File: src/rtl/uart_core.sv
// uart_core: 8N1 UART, independent transmitter and receiver on one clock.
// Ports:
//   clk       in   system clock, rising edge
//   reset     in   asynchronous active-low reset
//   tx_start  in   one-cycle request to send tx_data (accepted only when idle)
//   tx_data   in   byte to transmit, latched on an accepted tx_start
//   rx        in   serial input, idle high, asynchronous to clk
//   tx        out  serial output, idle high
//   tx_busy   out  high while a TX frame is in progress
//   tx_done   out  one-cycle pulse at the end of the TX stop bit
//   rx_data   out  last correctly received byte
//   rx_busy   out  high from start-bit detection until the frame ends
//   rx_done   out  one-cycle pulse, rx_data valid in the same cycle
module uart_core #(
    parameter int unsigned CLK_FREQ = 100_000_000,
    parameter int unsigned BAUD     = 9600,
    parameter int unsigned OVERSAMP = 16
) (
    input  logic       clk,
    input  logic       reset,
    input  logic       tx_start,
    input  logic [7:0] tx_data,
    input  logic       rx,
    output logic       tx,
    output logic       tx_busy,
    output logic       tx_done,
    output logic [7:0] rx_data,
    output logic       rx_busy,
    output logic       rx_done
);

    localparam int unsigned TICK_DIV     = CLK_FREQ / (BAUD * OVERSAMP);
    localparam int unsigned DIV_W        = (TICK_DIV > 1) ? $clog2(TICK_DIV) : 1;
    // Sub-tick counter must reach 1.5 bits in the RX stop state.
    localparam int unsigned SUB_W        = $clog2(OVERSAMP + OVERSAMP / 2);
    localparam int unsigned SUB_LAST     = OVERSAMP - 1;
    localparam int unsigned SUB_MID      = OVERSAMP / 2 - 1;
    localparam int unsigned SUB_STOP_END = OVERSAMP + OVERSAMP / 2 - 1;

    typedef enum logic [1:0] {
        ST_IDLE,
        ST_START,
        ST_DATA,
        ST_STOP
    } state_t;

    // ------------------------------------------------------------------
    // Transmitter
    // ------------------------------------------------------------------
    state_t             tx_state;
    logic [DIV_W-1:0]   tx_div;
    logic [SUB_W-1:0]   tx_sub;
    logic [2:0]         tx_bit;
    logic [7:0]         tx_shift;
    logic               tx_tick;
    logic               tx_bit_end;

    assign tx_tick    = (tx_div == DIV_W'(TICK_DIV - 1));
    assign tx_bit_end = tx_tick && (tx_sub == SUB_W'(SUB_LAST));

    // TX frame sequencer: each bit held for OVERSAMP sub-ticks
    always_ff @(posedge clk or negedge reset) begin
        if (!reset) begin
            tx_state <= ST_IDLE;
            tx_div   <= '0;
            tx_sub   <= '0;
            tx_bit   <= '0;
            tx_shift <= '0;
            tx       <= 1'b1;
            tx_busy  <= 1'b0;
            tx_done  <= 1'b0;
        end else begin
            tx_done <= 1'b0;
            if (tx_state != ST_IDLE) begin
                tx_div <= tx_tick ? '0 : tx_div + DIV_W'(1);
                if (tx_tick) begin
                    tx_sub <= tx_bit_end ? '0 : tx_sub + SUB_W'(1);
                end
            end
            case (tx_state)
                ST_IDLE: begin
                    if (tx_start) begin
                        tx_shift <= tx_data;
                        tx_busy  <= 1'b1;
                        tx       <= 1'b0;
                        tx_div   <= '0;
                        tx_sub   <= '0;
                        tx_bit   <= '0;
                        tx_state <= ST_START;
                    end
                end
                ST_START: begin
                    if (tx_bit_end) begin
                        tx       <= tx_shift[0];
                        tx_shift <= {1'b0, tx_shift[7:1]};
                        tx_state <= ST_DATA;
                    end
                end
                ST_DATA: begin
                    if (tx_bit_end) begin
                        if (tx_bit == 3'd7) begin
                            tx       <= 1'b1;
                            tx_state <= ST_STOP;
                        end else begin
                            tx       <= tx_shift[0];
                            tx_shift <= {1'b0, tx_shift[7:1]};
                            tx_bit   <= tx_bit + 3'd1;
                        end
                    end
                end
                ST_STOP: begin
                    if (tx_bit_end) begin
                        tx_done  <= 1'b1;
                        tx_busy  <= 1'b0;
                        tx_state <= ST_IDLE;
                    end
                end
                default: tx_state <= ST_IDLE;
            endcase
        end
    end

    // ------------------------------------------------------------------
    // Receiver
    // ------------------------------------------------------------------
    state_t             rx_state;
    logic [1:0]         rx_sync;
    logic               rx_prev;
    logic               rx_s;
    logic [DIV_W-1:0]   rx_div;
    logic [SUB_W-1:0]   rx_sub;
    logic [2:0]         rx_bit;
    logic [7:0]         rx_shift;
    logic               rx_stop;
    logic               rx_tick;

    assign rx_s    = rx_sync[1];
    assign rx_tick = (rx_div == DIV_W'(TICK_DIV - 1));

    // RX frame sequencer: samples mid-bit, finishes at the end of the stop bit
    always_ff @(posedge clk or negedge reset) begin
        if (!reset) begin
            rx_state <= ST_IDLE;
            rx_sync  <= 2'b11;
            rx_prev  <= 1'b1;
            rx_div   <= '0;
            rx_sub   <= '0;
            rx_bit   <= '0;
            rx_shift <= '0;
            rx_stop  <= 1'b0;
            rx_data  <= '0;
            rx_busy  <= 1'b0;
            rx_done  <= 1'b0;
        end else begin
            rx_done <= 1'b0;
            rx_sync <= {rx_sync[0], rx};
            rx_prev <= rx_s;
            if (rx_state != ST_IDLE) begin
                rx_div <= rx_tick ? '0 : rx_div + DIV_W'(1);
                if (rx_tick) begin
                    rx_sub <= rx_sub + SUB_W'(1);
                end
            end
            case (rx_state)
                ST_IDLE: begin
                    if (rx_prev && !rx_s) begin
                        rx_div   <= '0;
                        rx_sub   <= '0;
                        rx_busy  <= 1'b1;
                        rx_state <= ST_START;
                    end
                end
                ST_START: begin
                    // Half a bit in: a high line means the edge was a glitch
                    if (rx_tick && rx_sub == SUB_W'(SUB_MID)) begin
                        rx_sub <= '0;
                        rx_bit <= '0;
                        if (rx_s) begin
                            rx_busy  <= 1'b0;
                            rx_state <= ST_IDLE;
                        end else begin
                            rx_state <= ST_DATA;
                        end
                    end
                end
                ST_DATA: begin
                    if (rx_tick && rx_sub == SUB_W'(SUB_LAST)) begin
                        rx_sub   <= '0;
                        rx_shift <= {rx_s, rx_shift[7:1]};
                        if (rx_bit == 3'd7) begin
                            rx_state <= ST_STOP;
                        end else begin
                            rx_bit <= rx_bit + 3'd1;
                        end
                    end
                end
                ST_STOP: begin
                    // Sample mid stop bit, then run on to the end of the bit
                    if (rx_tick && rx_sub == SUB_W'(SUB_LAST)) begin
                        rx_stop <= rx_s;
                    end
                    if (rx_tick && rx_sub == SUB_W'(SUB_STOP_END)) begin
                        if (rx_stop) begin
                            rx_data <= rx_shift;
                            rx_done <= 1'b1;
                        end
                        rx_sub   <= '0;
                        rx_busy  <= 1'b0;
                        rx_state <= ST_IDLE;
                    end
                end
                default: rx_state <= ST_IDLE;
            endcase
        end
    end

endmodule

File: config.mk
export PLATFORM = sky130hd
export DESIGN_NAME = uart_core
export DESIGN_NICKNAME = d
export VERILOG_FILES = /design/src/rtl/uart_core.sv
export SDC_FILE = /design/constraint.sdc
export NUM_CORES = 1
export LEC_CHECK = 0
export ABC_AREA = 0
export CAP_MARGIN = 20
export CELL_PAD_IN_SITES_DETAIL_PLACEMENT = 1
export CELL_PAD_IN_SITES_GLOBAL_PLACEMENT = 1
export CORE_MARGIN = 5
export CORE_UTILIZATION = 25
export DETAILED_ROUTE_END_ITERATION = 12
export HOLD_SLACK_MARGIN = 0.08
export PLACE_DENSITY = 0.52
export SYNTH_ARGS = -nofsm -noshare
export SYNTH_HDL_FRONTEND = slang
export SYNTH_SLANG_ARGS = --single-unit
File: constraint.sdc
create_clock -name clk -period 2.7 [get_ports clk]
set_input_delay 0.405 -clock clk [delete_from_list [all_inputs] [get_ports clk]]
set_output_delay 0.405 -clock clk [all_outputs]
set_load 0.1 [all_outputs]
# --- Word-level counts from Yosys, hierarchy flattened ---
# Cells that the tools add are included.
op_classes:
  reduce_logical: 26
  n_mux: 64
  add_sub_neg: 6
  n_eq_ne: 27
op_table:
  columns: ["cell", "n"]
  rows:
  - ["two-way mux 10 bit", 8]
  - ["two-way mux 5 bit", 11]
  - ["two-way mux 8 bit", 4]
  - ["inequality test 2 bit (second input constant)", 13]
  - ["case mux 8 bit (3 select lines)", 1]
  - ["two-way mux 2 bit", 11]
  - ["adder 10 x 1 -> 10 bit (second input constant)", 2]
  - ["equality test 10 bit (second input constant)", 2]
  - ["case mux 5 bit (4 select lines)", 1]
  - ["AND reduction 5 bit", 4]
  - ["two-way mux 3 bit", 6]
  - ["case mux 2 bit (4 select lines)", 2]
  - ["two-way mux 1 bit", 15]
  - ["case mux 3 bit (2 select lines)", 2]
  - ["AND reduction 4 bit", 3]
  - ["adder 5 x 1 -> 5 bit (second input constant)", 2]
  - ["equality test 5 x 4 -> 1 bit (second input constant)", 2]
  - ["nonzero test 2 bit", 5]
  - ["equality test 2 bit (second input constant)", 4]
  - ["adder 3 x 1 -> 3 bit (second input constant)", 2]
  - ["equality test 3 bit (second input constant)", 2]
  - ["case mux 1 bit (3 select lines)", 2]
  - ["AND reduction 3 bit", 2]
  - ["nonzero test 3 bit", 2]
  - ["other kinds (8)", 15]
totals:
  inputBits: 12
  word_cells: 142
  reg_bits: 73

# --- Longest topological paths before layout ---
# Gate-level depths: netlist of the first run.
depth:
  ltp_word: 7
  ltp_mapped: 9
  mapped_depth_nobuf: 8

# --- Worst setup path after synthesis of the first run ---
# No wires, ideal clock.
synth_path:
  path_type: "register to register"
  from: "reg rx_div[0]"
  to: "reg rx_data[1]"
  synth_period_minus_slack_ps: 2171
  setup_time_ps: 125
  slack_ps: 529
  arrival_ps: 2046
  n_path_buf: 0
  path_stages_with_launch: 8
  t_required_ps: 2575
  cell_sequence: "dfrtp_1 > inv_1 > ha_1 > nand4b_1 > nor4_4 > nand2_1 > nor2_4 > mux2_2"
synth_between:
  elab_chain_len: 3
synth_lines:
  columns: ["element", "line_no", "rtl"]
  rows:
  - ["start: declaration", "130", "logic [DIV_W-1:0] rx_div;"]
  - ["start signal: assignment", "159", "rx_div <= rx_tick ? '0 : rx_div + DIV_W'(1);"]
  - ["equality test 10 bit", "138", "assign rx_tick = (rx_div == DIV_W'(TICK_DIV - 1));"]
  - ["logical AND 1 bit", "202", "if (rx_tick && rx_sub == SUB_W'(SUB_STOP_END)) begin"]
  - ["AND reduction 3 bit (no line)", null, null]
  - ["end signal: assignment", "204", "rx_data <= rx_shift;"]
  - ["end: declaration", "27", "output logic [7:0] rx_data,"]
# Every way passes these cells.
# A chain may end at the register's enable or synchronous reset.

# --- Worst setup path after layout of the first run ---
layout_path:
  from: "reg tx_div[0]"
  to: "reg tx_shift[7]"
layout_between:
  elab_chain_len: 4
layout_lines:
  columns: ["element", "line_no", "rtl"]
  rows:
  - ["start: declaration", "51", "logic [DIV_W-1:0] tx_div;"]
  - ["start signal: assignment", "75", "tx_div <= tx_tick ? '0 : tx_div + DIV_W'(1);"]
  - ["equality test 10 bit (*)", "58", "assign tx_tick = (tx_div == DIV_W'(TICK_DIV - 1));"]
  - ["logical AND 1 bit (*)", "59", "assign tx_bit_end = tx_tick && (tx_sub == SUB_W'(SUB_LAST));"]
  - ["inequality test 2 bit (no line)", null, null]
  - ["AND reduction 5 bit (no line) (*)", null, null]
  - ["end signal: assignment", "83", "tx_shift <= tx_data;"]
  - ["end signal: assignment", "95", "tx_shift <= {1'b0, tx_shift[7:1]};"]
  - ["end signal: assignment", "106", "tx_shift <= {1'b0, tx_shift[7:1]};"]
  - ["end: declaration", "54", "logic [7:0] tx_shift;"]
# Every way passes the cells marked *; elsewhere a longest branch is shown, timed or not.

==> results.cfg, run 1 <==
[pwr]
p_per_area_nw_per_um2 = 841.1
peakVddDrop_v = 0.0003943
power_frac_seq_pct = 37.4
switchingPower_w = 0.001361
clockPowerShare_pct = 31.0
p_leak_nw = 2.020
p_sw_share_pct = 35.39
pwr-share-comb_pct = 31.6
power_w = 0.003845
intPower_w = 0.002485

[grt]
grt_pass1_vias = 3018
gr-total-overflow = 0
grt_max_degree = 38
grtUsageTotal_pct = 10.70
antenna_found_initial = 0
grt_pass1_wl_um = 15390

[synthesis]
postSynthAreaPerCell_sq_um = 10.55
ys.flop_type = dfrtp_1
syn_nets = 386
syn_area_sq_um = 3777
synth_seq_cells = 73
ys_warn_count = 0
syn_inst = 358
seq_area_frac_synth_pct = 48.49
synth_edf_count = 0
ys_types = 57
synthArstFlopShare_pct = 100.0

[timing]
whs_ns = 0.3583
fin_skew_ns = 0.006199
hold_viol = 0
setup-tns-final_ns = 0
min_period_ns = 2.344
fin_crit_sh_pct = 86.81
slew_headroom_pct = 51.04
maxSlewViolCount = 0
final-setup-viol-count = 0
rsz0062_at_grt = no
max_freq_mhz = 426.6
max_slew.worst_pin.slew_ns = 0.7287

[floorplanning]
std_cell_rows = 45
core_area_sq_um = 15030
ioPinCount = 25
die_w_um = 132.9
die_h_um = 132.9
start_util_pct = 25.13
dieArea_sq_um = 17670

[clock_tree]
post-cts-setup-buffers = 0
clk_pin_slew_ns = 0.06
cts_tree = done
cts_buffer_depth = 2
cts_buffers = 9
htree_levels = 3
clock-sinks = 73
cts-root-buf = clkbuf_16
clk_latency_ns = 0.34

[final_layout]
drive_gt1_share_pct = 21.23
layout.nets = 428
layout_common_cells = dfrtp_1, o21ai_0, nand2_1, buf_4, nor2_1
finish.utilization_pct = 30.41
stdcell_area_sq_um = 4572
area_growth_pct = 21.03
antennaDiodeCount = 0
mostFrequentLayoutCell = dfrtp_1

[critical_path]
cp_data_required_time_ns = 2.92
critPathArrivalTime_ns = 2.56
start_kind = flop
path_class = flop to flop
r2r_start = tx_div[0]$_DFF_PN0_
path_max_fanout = 10
critPathCaptureType = flop
critPathLaunch = tx_div[0]$_DFF_PN0_

[drt]
drt_iter0_markers = 117
routed_wl_um = 8959
wire_per_inst_um = 15.11
postRouteAntennaNets = 0
drc = 0
drt-vias-per-instance = 4.754
via_count = 2819
first_pass_iters = 4

[placed_design]
port_buffers = 24
place_congestion = 0.7541
hpwl_um = 6289
dpl_cell_area_sq_um = 4262

[job]
max-cap-violations = 0

[outcome]
status = complete, no violations

[min_path]
min_from = rx_sync[0]$_DFF_PN1_
hp-class = flop to flop
## state kept, by name, indices dropped and copies added, names as in the netlist, 2 cells and up, named ones only
signal and cells:
rx_data 8, tx_shift 8, tx_sub 5, rx_shift 8
tx_state 2, tx_div 10, rx_sub 5, tx_bit 3
rx_div 10, rx_sync 2, rx_bit 3
## path summary, 6_finish.rpt
| check | end | slack, ns | depth (start not counted) |
|---|---|---|---|
| setup / recovery | tx_shift[7]$_DFFE_PN0P_ | 0.36 | 7 |
| hold / removal | rx_sync[1]$_DFF_PN1_ | 0.36 | 0 |
| setup reg to reg | tx_shift[7]$_DFFE_PN0P_ | 0.36 | 7 |
| hold reg to reg | rx_sync[1]$_DFF_PN1_ | 0.36 | 0 |
| max in group asynchronous | rx_prev$_DFF_PN1_ | 1.36 | 3 |
| min in group asynchronous | rx_div[3]$_DFF_PN0_ | 0.60 | 2 |
## synthesized netlist by cell type (4+ instances only)
library cell | instances | share of area [%]
dfrtp_1 | 69 | 46
xnor2_1 | 4 | 0.93
mux2_2 | 17 | 5.1
nor2b_1 | 6 | 0.99
nor3_1 | 6 | 0.79
clkbuf_1 | 5 | 0.50
a31oi_1 | 11 | 1.8
xor2_1 | 5 | 1.2
inv_1 | 11 | 1.1
nor2_1 | 29 | 2.9
nand2_1 | 35 | 3.5
dfstp_2 | 4 | 2.8
or2_2 | 4 | 0.66
o21ai_0 | 39 | 5.2
a21oi_1 | 9 | 1.2
mux2i_1 | 14 | 3.7
nand3_1 | 12 | 1.6
nand4_1 | 4 | 0.66
ha_1 | 16 | 5.3
o31ai_1 | 6 | 1.2
## metrics by stage
step | setup slack [ns] | instances
global route | 0.2037 | 593
global placement | 0.4261 | 575
finish | 0.3561 | 593
floorplan | 0.5290 | 358
detailed placement | 0.2906 | 575
CTS | 0.2942 | 592
## power groups by stage
| stage | logic (W) | clock network (W) | registers [W] |
|---|---|---|---|
| after CTS | 0.00124 | 0.00124 | 0.00144 |
| after detailed placement | 0.00123 | 0 | 0.00146 |
| final | 0.00122 | 0.00119 | 0.00144 |
| after floorplan | 0.000925 | 0 | 0.00145 |
| after global routing | 0.00137 | 0.00128 | 0.00147 |
| after global placement | 0.00118 | 0 | 0.00145 |
## final cells by class
cell class	count	area (sq um)
fillers	1686	10460
flip-flops and latches	73	1832
multi-input cells	263	1828
repair buffers	42	340.3
well taps	188	235.2
clock buffers	9	225.2
clock inverters	7	70.07
inverters	11	41.29
## worst max-delay path, stage by stage (launching register included)
cell,delay (ns)
dfrtp_1,0.43
inv_1,0.08
ha_1,0.14
nand4b_1,0.21
or4_4,0.64
a21boi_4,0.33
nand2_2,0.10
mux2_4,0.30
## cells by family (layout without fill, tap and decap cells)
| group | Yosys count | in the layout | share of synthesized area (%) |
|---|---|---|---|
| xor gates and xnor gates | 9 | 9 | 2.087 |
| DFF | 73 | 73 | 48.49 |
| muxes | 35 | 35 | 10.07 |
| buffers and inverters | 22 | 69 | 3.114 |
| and+or+nand+nor | 123 | 123 | 17.56 |
| adders and majority gates | 16 | 16 | 5.300 |
| AOI/OAI and AO/OA | 80 | 80 | 13.38 |
## what timing repair did
item                                    CTS  global route
resized for setup                         0             0
endpoints found under the hold margin    24             0
hold buffers                              1             0
endpoints found under the setup margin    0             0
## metal layers
layer / GRT usage, % / wire length [um]
met3: 3.650 / 247
met2: 18.12 / 4432
met4: 2.425 / 91
met5: 0 / 0
met1: 13.15 / 4187
Power figures use the tool's default switching activity.
==> run 2, diff against run 1 <==
==> constraint.sdc (replaced) <==
create_clock -name clk -period 2.86 [get_ports clk]
set_input_delay 0.429 -clock clk [delete_from_list [all_inputs] [get_ports clk]]
set_output_delay 0.429 -clock clk [all_outputs]
set_load 0.1 [all_outputs]
==> run 2 against run 1 <==
  * Routed wire length down 1.5%
  * Global-route usage rose by 0.11 points
  * Cell count shrank 1.7%
  * Flip-flop and latch count unchanged
  * Die area unchanged
  * Core utilization down 0.31 points
  * Non-clock buffer count shrank 10
  * Count of clock-buffer cells in the layout did not move
  * Sequential share of layout area rose by 0.41 points
  * Clock power increased by 6%
  * Setup slack better by 0.0019 ns
  * First-iteration DRC count is 4.3% higher
  * Critical path type unchanged
==> results.cfg, run 2 (same netlist as run 1, synthesis figures left out) <==
[clock_tree]
clk_pin_slew_ns = 0.06
cts_buffers = 9
hold_buffers = 0
post-cts-setup-buffers = 0
clk_latency_ns = 0.35
cts-root-buf = clkbuf_16
clock-sinks = 73
htree_levels = 3
cts_buffer_depth = 2
cts_tree = done
cts-resized-gates = 0

[placed_design]
port_buffers = 24
hpwl_um = 6027
dpl.cell_count = 566
place_congestion = 0.7393
dpl_cell_area_sq_um = 4194

[final_layout]
instances_no_fill = 583
multi_input_area_sq_um = 1828
layout.nets = 418
layout_common_cells = dfrtp_1, o21ai_0, nand2_1, nor2_1, buf_4
top_regs = rx_div x10, tx_div x10
stdcell_area_sq_um = 4526
regArea_sq_um = 1832
n_fill_cell = 1686
finish.utilization_pct = 30.10
antennaDiodeCount = 0
drive_gt1_share_pct = 19.49
area_growth_pct = 19.81
mostFrequentLayoutCell = dfrtp_1

[critical_path]
path_max_fanout = 9
cpLargestDelayFamily = simple AND/OR/NAND/NOR gates
path_class = flop to flop
cpPeakStageDelay_ns = 0.56
cp_data_required_time_ns = 3.09
critPathArrivalTime_ns = 2.73
critPathCaptureType = flop
start_kind = flop
crit_buf_inv = 1
crit_slowest_cell = nor4_4
path_cells = inv_1 > ha_1 > nand4b_1 > nor4_4 > nand2_1 > nor2_4 > mux2_2

[timing]
min_period_ns = 2.502
max_slew.worst_pin.slew_ns = 0.9662
fin_skew_ns = 0.006115
hold_viol = 0
slew_headroom_pct = 35.59
maxSlewViolCount = 0
setup-tns-final_ns = 0
max_freq_mhz = 399.7
rsz0062_at_grt = no
fin_crit_sh_pct = 87.48
final-setup-viol-count = 0

[grt]
grt_max_degree = 74
gr-total-overflow = 0
grt_pass1_vias = 3019
antenna_found_initial = 0
grt_pass1_wl_um = 15310
grtUsageTotal_pct = 10.80

[outcome]
status = complete, no violations

[floorplanning]
ioPinCount = 25
start_util_pct = 25.13
die_w_um = 132.9
std_cell_rows = 45
die_h_um = 132.9
dieArea_sq_um = 17670
core_area_sq_um = 15030

[drt]
first_pass_iters = 4
drt_iter0_markers = 122
drt-vias-per-instance = 4.767
routed_wl_um = 8825
drc = 0
via_count = 2779
postRouteAntennaNets = 0
wire_per_inst_um = 15.14

[job]
max-cap-violations = 0

[pwr]
peakVddDrop_v = 0.0005201
p_per_area_nw_per_um2 = 824.4
p_leak_nw = 1.979

[min_path]
hp-class = input port to asynchronous set/reset pin
run 2: cell types whose count changed in the layout (fill, tap and decap cells not counted):
cell,change
buf_4,-9
clkinv_2,-3
bufinv_16,+1
clkinvlp_4,+1
dlygate4sd3_1,-1
inv_6,+1
run 2: layout make-up:
type / instances / area share, %
Sequential cell: 73 / 40.48
Multi-Input combinational cell: 263 / 40.39
Timing Repair Buffer: 32 / 5.806
Tap cell: 188 / 5.198
Clock buffer: 9 / 4.977
Clock inverter: 7 / 2.239
Inverter: 11 / 0.9124
run 2: path summary, 6_finish.rpt:
path	from	to	slack (ns)	cells after the start
setup / recovery	rx_div[0]$_DFF_PN0_	rx_data[3]$_DFFE_PN0P_	0.36	7
hold / removal	reset	rx_div[4]$_DFF_PN0_	0.19	1
setup reg to reg	rx_div[0]$_DFF_PN0_	rx_data[3]$_DFFE_PN0P_	0.36	7
hold reg to reg	rx_sync[0]$_DFF_PN1_	rx_sync[1]$_DFF_PN1_	0.37	0
max in group asynchronous	reset	tx_sub[1]$_DFF_PN0_	2.00	1
min in group clk	rx_sync[0]$_DFF_PN1_	rx_sync[1]$_DFF_PN1_	0.37	0
run 2: where the power goes:
part           total, W  switching [W]  internal [W]
combinational   0.00111       0.000655      0.000459
clock           0.00126       0.000487      0.000771
sequential      0.00136       0.000163       0.00120
total           0.00373        0.00131       0.00243
run 2: through the flow:
step           setup slack [ns]  hold WS (ns)  total power (W)
2_1_floorplan            0.6890        0.1334         0.002239
3_3_place_gp             0.4703        0.3605         0.002474
3_5_place_dp             0.3715        0.3628         0.002502
4_1_cts                  0.3471        0.2782         0.003792
5_1_grt                  0.1856        0.3226         0.003982
6_report                 0.3580        0.1942         0.003731
run 2: per-layer routing:
layer / GRT usage (%) / share of wire (%) / up-vias
met3: 3.498 / 2.6 / 8
met2: 17.38 / 49 / 20
met5: 0 / 0 / -
met1: 13.47 / 47 / 1406
li1: - / - / 1345
met4: 4.157 / 1.5 / 0
==> run 3, diff against run 2 <==
--- a/config.mk
+++ b/config.mk
@@ -12,7 +12,6 @@
 export CORE_MARGIN = 5
 export CORE_UTILIZATION = 25
 export DETAILED_ROUTE_END_ITERATION = 12
-export HOLD_SLACK_MARGIN = 0.08
 export PLACE_DENSITY = 0.52
 export SYNTH_ARGS = -nofsm -noshare
 export SYNTH_HDL_FRONTEND = slang
==> results of run 3 <==
Same layout as run 2: the final DEF is identical, and so are final timing and power.
==> patch: new RTL, settings of run 1 <==
Put one more register stage on the output `rx_data`, without a reset. The value now appears one clock later. The other outputs are not delayed to match. Comments in the files are not updated.
--- a/src/rtl/uart_core.sv
+++ b/src/rtl/uart_core.sv
@@ -44,6 +44,8 @@
         ST_STOP
     } state_t;
 
+    logic [7:0] rx_data_s0;
+
     // ------------------------------------------------------------------
     // Transmitter
     // ------------------------------------------------------------------
@@ -148,7 +150,7 @@
             rx_bit   <= '0;
             rx_shift <= '0;
             rx_stop  <= 1'b0;
-            rx_data  <= '0;
+            rx_data_s0 <= '0;
             rx_busy  <= 1'b0;
             rx_done  <= 1'b0;
         end else begin
@@ -201,7 +203,7 @@
                     end
                     if (rx_tick && rx_sub == SUB_W'(SUB_STOP_END)) begin
                         if (rx_stop) begin
-                            rx_data <= rx_shift;
+                            rx_data_s0 <= rx_shift;
                             rx_done <= 1'b1;
                         end
                         rx_sub   <= '0;
@@ -214,5 +216,9 @@
         end
     end
 
+    always_ff @(posedge clk) begin
+        rx_data <= rx_data_s0;
+    end
+
 endmodule
 
Function: same outputs for any inputs over 10 cycles, from zero or initial values and one cycle with reset low; that may be too few to reach the edited logic, so the function may still have changed.
==> patch against run 1 <==
Wire length down 1.4%; count of clock-buffer cells in the layout up 1; synthesized area increased by 7.2%; power is 14% higher; worst setup slack improved by 0.0022 ns; sequential cell count rose by 8; sequential share of layout area increased by 1.0 points; cell area up 6.0%.
==> patch: results (changes against run 1) <==
- The sum of buffers and inverters on the critical path was 1 (unchanged).
* Placer's final routability congestion estimate: 0.729 (-3.3%)
- Largest cells by area after synthesis: sky130_fd_sc_hd__dfrtp_1 43%, sky130_fd_sc_hd__ha_1 4.9%, sky130_fd_sc_hd__mux2_2 4.4%, sky130_fd_sc_hd__o21ai_0 4.1%, sky130_fd_sc_hd__dfxtp_1 4.0%
* Headroom to the max-slew limit: 0.352 (-0.159)
- Count of different cell masters after synthesis: 64 (+12%)
- The slowest stage of the critical path belongs to the cell sky130_fd_sc_hd__or4_1.
- The post-detailed-route via-to-cell ratio is 4.56 (-4.1%).
- Placed wire-length estimate: 6120 µm (-2.7%)
- The clock reaches the later pin of the worst-skew pair after 0.35 ns.
* Critical path fanouts, max: 9 (-1)
- Hold-critical path depth: 0 (unchanged)
- Peak VDD IR: 519 µV (+31%)
* Routed wire length: 8840 µm (-1.4%)
- The via count of the first global-routing pass came to 2,973 (-1.5%).
- Share of layout cells above drive strength 1: 0.227 (+0.0149)
- The count of nets after finishing is 419 (-2.1%).
- Post-synthesis sequential area ratio: 0.492 (+0.00704)
- The run finished with clean final reports.
- The data arrival time of the critical path was 2.57 ns (about the same).
- Worst-case setup slack after placement: 0.348 ns (+0.0575 ns)
- Global-route wire length before repair: 15,100 µm (-1.9%)
- The leakage power summed over all cells is 0.00212 µW (+4.7%).
- Async S/R FF share, synth: 0.901 (-0.0988)
- Biggest cell delay along the critical path: 0.66 ns (+0.02 ns)
- Largest net degree at the start of global routing: 74 (+95%)
- The post-synthesis net count was 385 (-0.26%).
* Final setup skew: 0.00942 ns (+0.00322 ns)
- Violation count after the first detailed-routing iteration: 136 (+16%)
* Synth cell count leaders: 69 x sky130_fd_sc_hd__dfrtp_1, 33 x sky130_fd_sc_hd__nand2_1, 33 x sky130_fd_sc_hd__o21ai_0
[patch: per-layer routing]
layer  vias up  share of wire  GRT usage
li1       1355              -          -
met3        13          0.030     0.0299
met2        22           0.47      0.160
met5         -              0          0
met1      1400           0.48      0.132
met4         0          0.017     0.0388
[patch: cells by family (layout without fill, tap and decap cells)]
group                    count (synthesis)  after routing  share of synthesized area
AO/OA/AOI/OAI                           75             75                      0.134
XOR/XNOR                                 8              8                     0.0173
adder cells (fa/ha/maj)                 16             16                     0.0494
buffers and inverters                   23             62                     0.0306
flip-flops                              81             81                      0.492
multiplexers                            40             40                      0.117
AND/OR/NAND/NOR                        114            114                      0.159
[patch: metrics by stage]
step	std cells	hold WS [ns]	area (µm²)
after global routing	612	0.359	4850
after detailed placement	594	0.349	4500
final	612	0.356	4850
after floorplan	357	0.109	4050
after CTS	610	0.246	4810
after global placement	594	0.348	4500
[patch: report_power, final]
group          total [µW]  switching, µW  internal, µW
registers            1600            194          1400
clock network        1270            529           743
logic                1510            884           624
[patch: area by class of cell]
| cell class | instances | area, µm² |
|---|---|---|
| fillers | 1809 | 11000 |
| flip-flops and latches | 81 | 1990 |
| multi-input cells | 253 | 1930 |
| repair buffers | 33 | 295 |
| well taps | 216 | 270 |
| clock buffers | 10 | 239 |
| clock inverters | 6 | 67.6 |
| inverters | 13 | 48.8 |
[patch: path summary, 6_finish.rpt]
path | slack (ns) | startpoint | endpoint
max | 0.36 | tx_div[0] | tx_shift[3]
min | 0.36 | rx_sync[0] | rx_sync[1]
max reg2reg | 0.36 | tx_div[0] | tx_shift[3]
min reg2reg | 0.36 | rx_sync[0] | rx_sync[1]
max in group asynchronous | 1.53 | reset | tx
min in group asynchronous | 0.54 | reset | rx_done
